[src/rtl/instr_seq_decode.sv]
// instr_seq_decode: fetch/execute sequencer and one-hot opcode decoder for the
// 8-bit CPU. Drives the phase bit (sm), the decode strobes, the greater-than
// flag g and the sticky illegal-opcode flag consumed by con_signal.
//
// Optional feature: define SINGLE_STEP_EN to add the 'step' input and the
// STEP_WAIT state. After each instruction the sequencer then parks in
// STEP_WAIT until it sees a rising edge on 'step'.
//
// Handshake/timing contract: there is no valid/ready pair. sm_en is a plain
// enable; when it is 0 on a rising clock edge, state, g and illegal hold.
// Strobes are combinational from ir[7:4], gated by the registered state, so
// they are valid for the whole EXEC cycle and drop as soon as rst rises.
//
// o_dbg_state exposes the sequencer state for observation:
//   0 = FETCH, 1 = EXEC, 2 = HALTED, 3 = STEP_WAIT (single-step builds only).
module instr_seq_decode #(
    parameter logic [3:0] HALT_OP      = 4'hF,
    parameter bit         ILLEGAL_HALT = 1'b0
) (
    input  logic       clk,
    input  logic       rst,
    input  logic [7:0] ir,
    input  logic       sm_en,
    input  logic       alu_gt,
    input  logic       gf_en,
`ifdef SINGLE_STEP_EN
    input  logic       step,
`endif
    output logic       sm,
    output logic       mova,
    output logic       movb,
    output logic       movc,
    output logic       movd,
    output logic       movi,
    output logic       add,
    output logic       sub,
    output logic       jmp,
    output logic       jg,
    output logic       in1,
    output logic       out1,
    output logic       halt,
    output logic       g,
    output logic       illegal,
    output logic [1:0] o_dbg_state
);

    typedef enum logic [1:0] {
        S_FETCH     = 2'd0,
        S_EXEC      = 2'd1,
        S_HALTED    = 2'd2
`ifdef SINGLE_STEP_EN
        ,
        S_STEP_WAIT = 2'd3
`endif
    } state_t;

    // Bit positions inside the non-halt decode vector, one per opcode value.
    localparam int D_MOVA = 0;
    localparam int D_MOVB = 1;
    localparam int D_MOVC = 2;
    localparam int D_MOVD = 3;
    localparam int D_MOVI = 4;
    localparam int D_JMP  = 5;
    localparam int D_JG   = 6;
    localparam int D_IN1  = 7;
    localparam int D_OUT1 = 8;
    localparam int D_ADD  = 9;
    localparam int D_SUB  = 10;

    state_t      r_state;
    logic        r_sm;
    logic        r_g;
    logic        r_illegal;

    logic [3:0]  w_op;
    logic        w_is_halt;
    logic        w_undef;
    logic [10:0] w_dec;
    logic        w_exec;
    logic        w_halted;
    logic        w_step_rise;
    logic        w_unused_operand;

    assign w_op = ir[7:4];

    // The low nibble is the operand; the datapath uses it, this block does not.
    assign w_unused_operand = ^ir[3:0];

    // Opcode decode; the halt opcode is checked first so it wins any collision.
    always_comb begin
        w_dec     = '0;
        w_is_halt = (w_op == HALT_OP);
        w_undef   = 1'b0;
        if (!w_is_halt) begin
            case (w_op)
                4'h0:    w_dec[D_MOVA] = 1'b1;
                4'h1:    w_dec[D_MOVB] = 1'b1;
                4'h2:    w_dec[D_MOVC] = 1'b1;
                4'h3:    w_dec[D_MOVD] = 1'b1;
                4'h4:    w_dec[D_MOVI] = 1'b1;
                4'h5:    w_dec[D_JMP]  = 1'b1;
                4'h6:    w_dec[D_JG]   = 1'b1;
                4'h7:    w_dec[D_IN1]  = 1'b1;
                4'h8:    w_dec[D_OUT1] = 1'b1;
                4'h9:    w_dec[D_ADD]  = 1'b1;
                4'hA:    w_dec[D_SUB]  = 1'b1;
                default: w_undef       = 1'b1;
            endcase
        end
    end

    assign w_exec   = (r_state == S_EXEC);
    assign w_halted = (r_state == S_HALTED);

    assign mova = w_exec & w_dec[D_MOVA];
    assign movb = w_exec & w_dec[D_MOVB];
    assign movc = w_exec & w_dec[D_MOVC];
    assign movd = w_exec & w_dec[D_MOVD];
    assign movi = w_exec & w_dec[D_MOVI];
    assign jmp  = w_exec & w_dec[D_JMP];
    assign jg   = w_exec & w_dec[D_JG];
    assign in1  = w_exec & w_dec[D_IN1];
    assign out1 = w_exec & w_dec[D_OUT1];
    assign add  = w_exec & w_dec[D_ADD];
    assign sub  = w_exec & w_dec[D_SUB];
    assign halt = (w_exec & w_is_halt) | w_halted;

    assign sm          = r_sm;
    assign g           = r_g;
    assign illegal     = r_illegal;
    assign o_dbg_state = r_state;

`ifdef SINGLE_STEP_EN
    logic r_step_d;

    // Registered copy of step so a long step pulse advances only once.
    always_ff @(posedge clk or posedge rst) begin
        if (rst) begin
            r_step_d <= 1'b0;
        end else begin
            r_step_d <= step;
        end
    end

    assign w_step_rise = step & ~r_step_d;
`else
    assign w_step_rise = 1'b0;
`endif

    // Sequencer: FETCH -> EXEC -> (STEP_WAIT ->) FETCH, or EXEC -> HALTED.
    always_ff @(posedge clk or posedge rst) begin
        if (rst) begin
            r_state <= S_FETCH;
            r_sm    <= 1'b0;
        end else if (sm_en) begin
            case (r_state)
                S_FETCH: begin
                    r_state <= S_EXEC;
                    r_sm    <= 1'b1;
                end
                S_EXEC: begin
                    if (w_is_halt || (w_undef && ILLEGAL_HALT)) begin
                        r_state <= S_HALTED;
                        r_sm    <= 1'b1;
                    end else begin
`ifdef SINGLE_STEP_EN
                        r_state <= S_STEP_WAIT;
`else
                        r_state <= S_FETCH;
`endif
                        r_sm    <= 1'b0;
                    end
                end
                S_HALTED: begin
                    r_state <= S_HALTED;
                    r_sm    <= 1'b1;
                end
`ifdef SINGLE_STEP_EN
                S_STEP_WAIT: begin
                    if (w_step_rise) begin
                        r_state <= S_FETCH;
                    end
                    r_sm <= 1'b0;
                end
`endif
                default: begin
                    r_state <= S_FETCH;
                    r_sm    <= 1'b0;
                end
            endcase
        end
    end

    // Flags: g captures alu_gt when enabled; illegal latches an undefined EXEC.
    always_ff @(posedge clk or posedge rst) begin
        if (rst) begin
            r_g       <= 1'b0;
            r_illegal <= 1'b0;
        end else if (sm_en) begin
            if (gf_en) begin
                r_g <= alu_gt;
            end
            if (w_exec && w_undef) begin
                r_illegal <= 1'b1;
            end
        end
    end

endmodule
[config.mk]
export PLATFORM = sky130hd
export DESIGN_NAME = instr_seq_decode
export DESIGN_NICKNAME = d
export VERILOG_FILES = /design/src/rtl/instr_seq_decode.sv
export SDC_FILE = /design/constraint.sdc
export NUM_CORES = 1
export LEC_CHECK = 0
export CAP_MARGIN = 20
export CORE_AREA = 3 3 40 42
export CTS_CLUSTER_SIZE = 10
export DETAILED_ROUTE_END_ITERATION = 8
export DIE_AREA = 0 0 43 45
export PLACE_DENSITY = 0.69
export RECOVER_POWER = 25
export SETUP_SLACK_MARGIN = 0.3
export SYNTH_ARGS = -nofsm -noshare
export SYNTH_HDL_FRONTEND = slang
export SYNTH_SLANG_ARGS = --single-unit
[constraint.sdc]
create_clock -name clk -period 1.7 [get_ports clk]
set_input_delay 0.17 -clock clk [delete_from_list [all_inputs] [get_ports clk]]
set_output_delay 0.17 -clock clk [all_outputs]
set_load 0.05 [all_outputs]
==> summary.md <==
| Metric | Value |
|---|---|
| Vias/cell | `4.51` |
| First-pass GRT wire length | `1930 um` |
| Final hold violations | `0` |
| Tmin final | `1510 ps` |
| Pwr dens | `331 mW/mm^2` |
| Cells after synthesis | `43` |
| Mean routed wirelength per cell | `11.8 um` |
| Vias | `446` |
| Mapped cell area | `357 um^2` |
| Initial antenna violation count | `0` |
| Layout Cells excl Fill | `99` |
| YS warnings | `0` |
| Commonest non-fill, non-tap cells in the layout | `buf_4 (13), buf_12 (12), nor2_4 (8)` |
| Final worst slack | `190 ps` |
| H-tree depth | `1` |
| FMAX | `662 MHz` |
| Clock Skew | `0.125 ps` |
| Yosys top cell by area | `dfrtp_1` |
| RePlAce Congestion | `0.681` |
| Die width | `43 um` |
| # hold bufs at CTS | `0` |
| Hold Crit Class | `input pin to asynchronous set/reset pin` |
| Clk sinks | `5` |
| DRT Pass-1 Iters | `2` |
| Top cell type's share of synthesized area | `35.1%` |
| Die Area | `0.00194 mm^2` |
| Detailed Route Iter0 Violations | `2` |
| Layout cell share with drive strength beyond 1 | `67.9%` |
| Pre-CTS setup slack | `144 ps` |
| Number of buffers added on ports | `25` |
| Vias in the first global route | `483` |
| Startpoint Class | `register` |
| Seq/Total Area, Yosys | `35.1%` |
| MaxCap Viol Count | `0` |
| Setup crit end kind | `output pin` |
| Worst rel slew slack | `67.5%` |
| Total track usage | `13.0%` |
| Max VDD drop | `0.000335 V` |
| Final Slew Violations | `0` |
| CTS max path bufs | `2` |
| Core area | `0.00128 mm^2` |
| I/O pin count | `30` |
| Number of synthesized register bits | `5` |
| Net count after synthesis | `56` |
| Mapped Avg Cell Area | `8.29 um^2` |
| Synthesis-to-finish area growth | `187%` |
| Setup TNS | `0 ps` |
| Nets | `98` |
| Fin crit share | `88.8%` |
| Status | `finished, final reports clean` |
| CTS Buf Count | `3` |
| Die Y | `45 um` |
| CTS tree | `yes` |
| Total gr overflow | `0` |
| Final setup fails | `0` |
| Final WL | `1170 um` |
| RSZ-0062 raised after global routing | `yes` |
| Commonest non-fill, non-tap cell in the layout | `buf_4` |
| Synth top area cells | `dfrtp_1 (35%), nor2_1 (11%), nand2_1 (6.3%)` |
| Worst r2r dst | `o_dbg_state[1]` |
| Worst Setup Path Type | `register to output pin` |
| Worst EP required | `1530 ps` |
| ANT cells | `0` |
| Rows | `13` |
| Critical path data arrival time | `1340 ps` |
| RR Startpoint | `o_dbg_state[1]` |
| Crit path max fanout | `4` |
| Worst Tran Pin Value | `490 ps` |
| Starting density of the core | `27.8%` |
| DP Wirelength | `897 um` |
| Worst-Skew Late Latency | `240 ps` |
| DRC Markers | `0` |
| R2R Setup Slk | `470 ps` |
| Count of cell types in the netlist | `19` |
| Cells after DPL | `87` |
| Worst R2R Path Depth | `5` |
| Maximum number of pins on one net before global-route repair | `6` |
| CTS root buffer | `clkbuf_4` |
| Worst-path clk slew | `40 ps` |
| LEAKAGE | `0.488 nW` |
| Post-route ant nets | `0` |
cell type report:
type                    count  area (um^2)
well taps                  15         18.8
fillers                    90          263
multi-input cells          34          370
inverters                   3         11.3
clock buffers               4         26.3
repair buffers             38          469
flip-flops and latches      5          126
cells in the mapped netlist:
| cell type | number |
|---|---|
| nor2_1 | 10 |
| nand2_1 | 6 |
| dfrtp_1 | 5 |
| nor3_1 | 4 |
| inv_1 | 3 |
| nand2b_1 | 2 |
| a21oi_2 | 1 |
| a41o_1 | 1 |
| and2_1 | 1 |
| and2_4 | 1 |
| and2b_1 | 1 |
| buf_4 | 1 |
| mux2_1 | 1 |
| mux2_2 | 1 |
| nand4_4 | 1 |
| nor2b_2 | 1 |
| o21ai_0 | 1 |
| o22ai_2 | 1 |
| xnor2_1 | 1 |
how the worst max path moves through the flow:
stage / from / endpoint
2_1_floorplan: o_dbg_state[0] / movd
3_5_place_dp: ir[6] / jg
5_1_grt: o_dbg_state[1] / halt
4_1_cts: ir[4] / mova
6_report: o_dbg_state[1] / halt
3_3_place_gp: ir[5] / movc
what timing repair did:
action,4_1_cts,5_1_grt
gates resized for setup,12,5
setup endpoints to repair,15,12
setup buffers,4,4
pin swaps,6,9
routing by layer:
metal  global-route usage (%)  up-vias  wire, um
met5                        0        -         0
met2                     26.9       19       672
li1                         -      223         -
met1                     12.7      204       432
met4                     5.42        0         0
met3                     1.59        0        61
worst max-delay path: stages, from the launching register on:
cell	delay, ps
dfrtp_1	450
nor2b_4	210
buf_6	130
nand4_4	80
o21ai_4	90
buf_12	150
where the power goes:
part           total (mW)  internal (mW)  switching (mW)
Combinational      0.0794         0.0338          0.0456
Sequential          0.125          0.123         0.00179
Clock               0.134         0.0885          0.0457
Total               0.338          0.245          0.0930
kinds of logic after synthesis:
family | after synthesis | synth area share, %
xor gates and xnor gates | 1 | 2.46
AOI/OAI and AO/OA | 4 | 10.2
muxes | 2 | 6.32
DFF | 5 | 35.1
and+or+nand+nor | 27 | 40.7
buffers and inverters | 4 | 5.26
state kept, by name, summed over array words and instances, names as in the netlist:
name,cells
o_dbg_state,2
g,1
illegal,1
sm,1
metrics by stage:
step           hold WS, ps  power [mW]  cell area, um^2  utilization (%)
2_1_floorplan        -51.6       0.164              485                -
3_3_place_gp           380       0.207              900             70.0
3_5_place_dp           387       0.208              900             70.0
4_1_cts                130       0.346              973             75.8
5_1_grt                273       0.358             1020             79.6
6_report               269       0.338             1020             79.6
No activity file was read; power rests on OpenSTA's default activity.
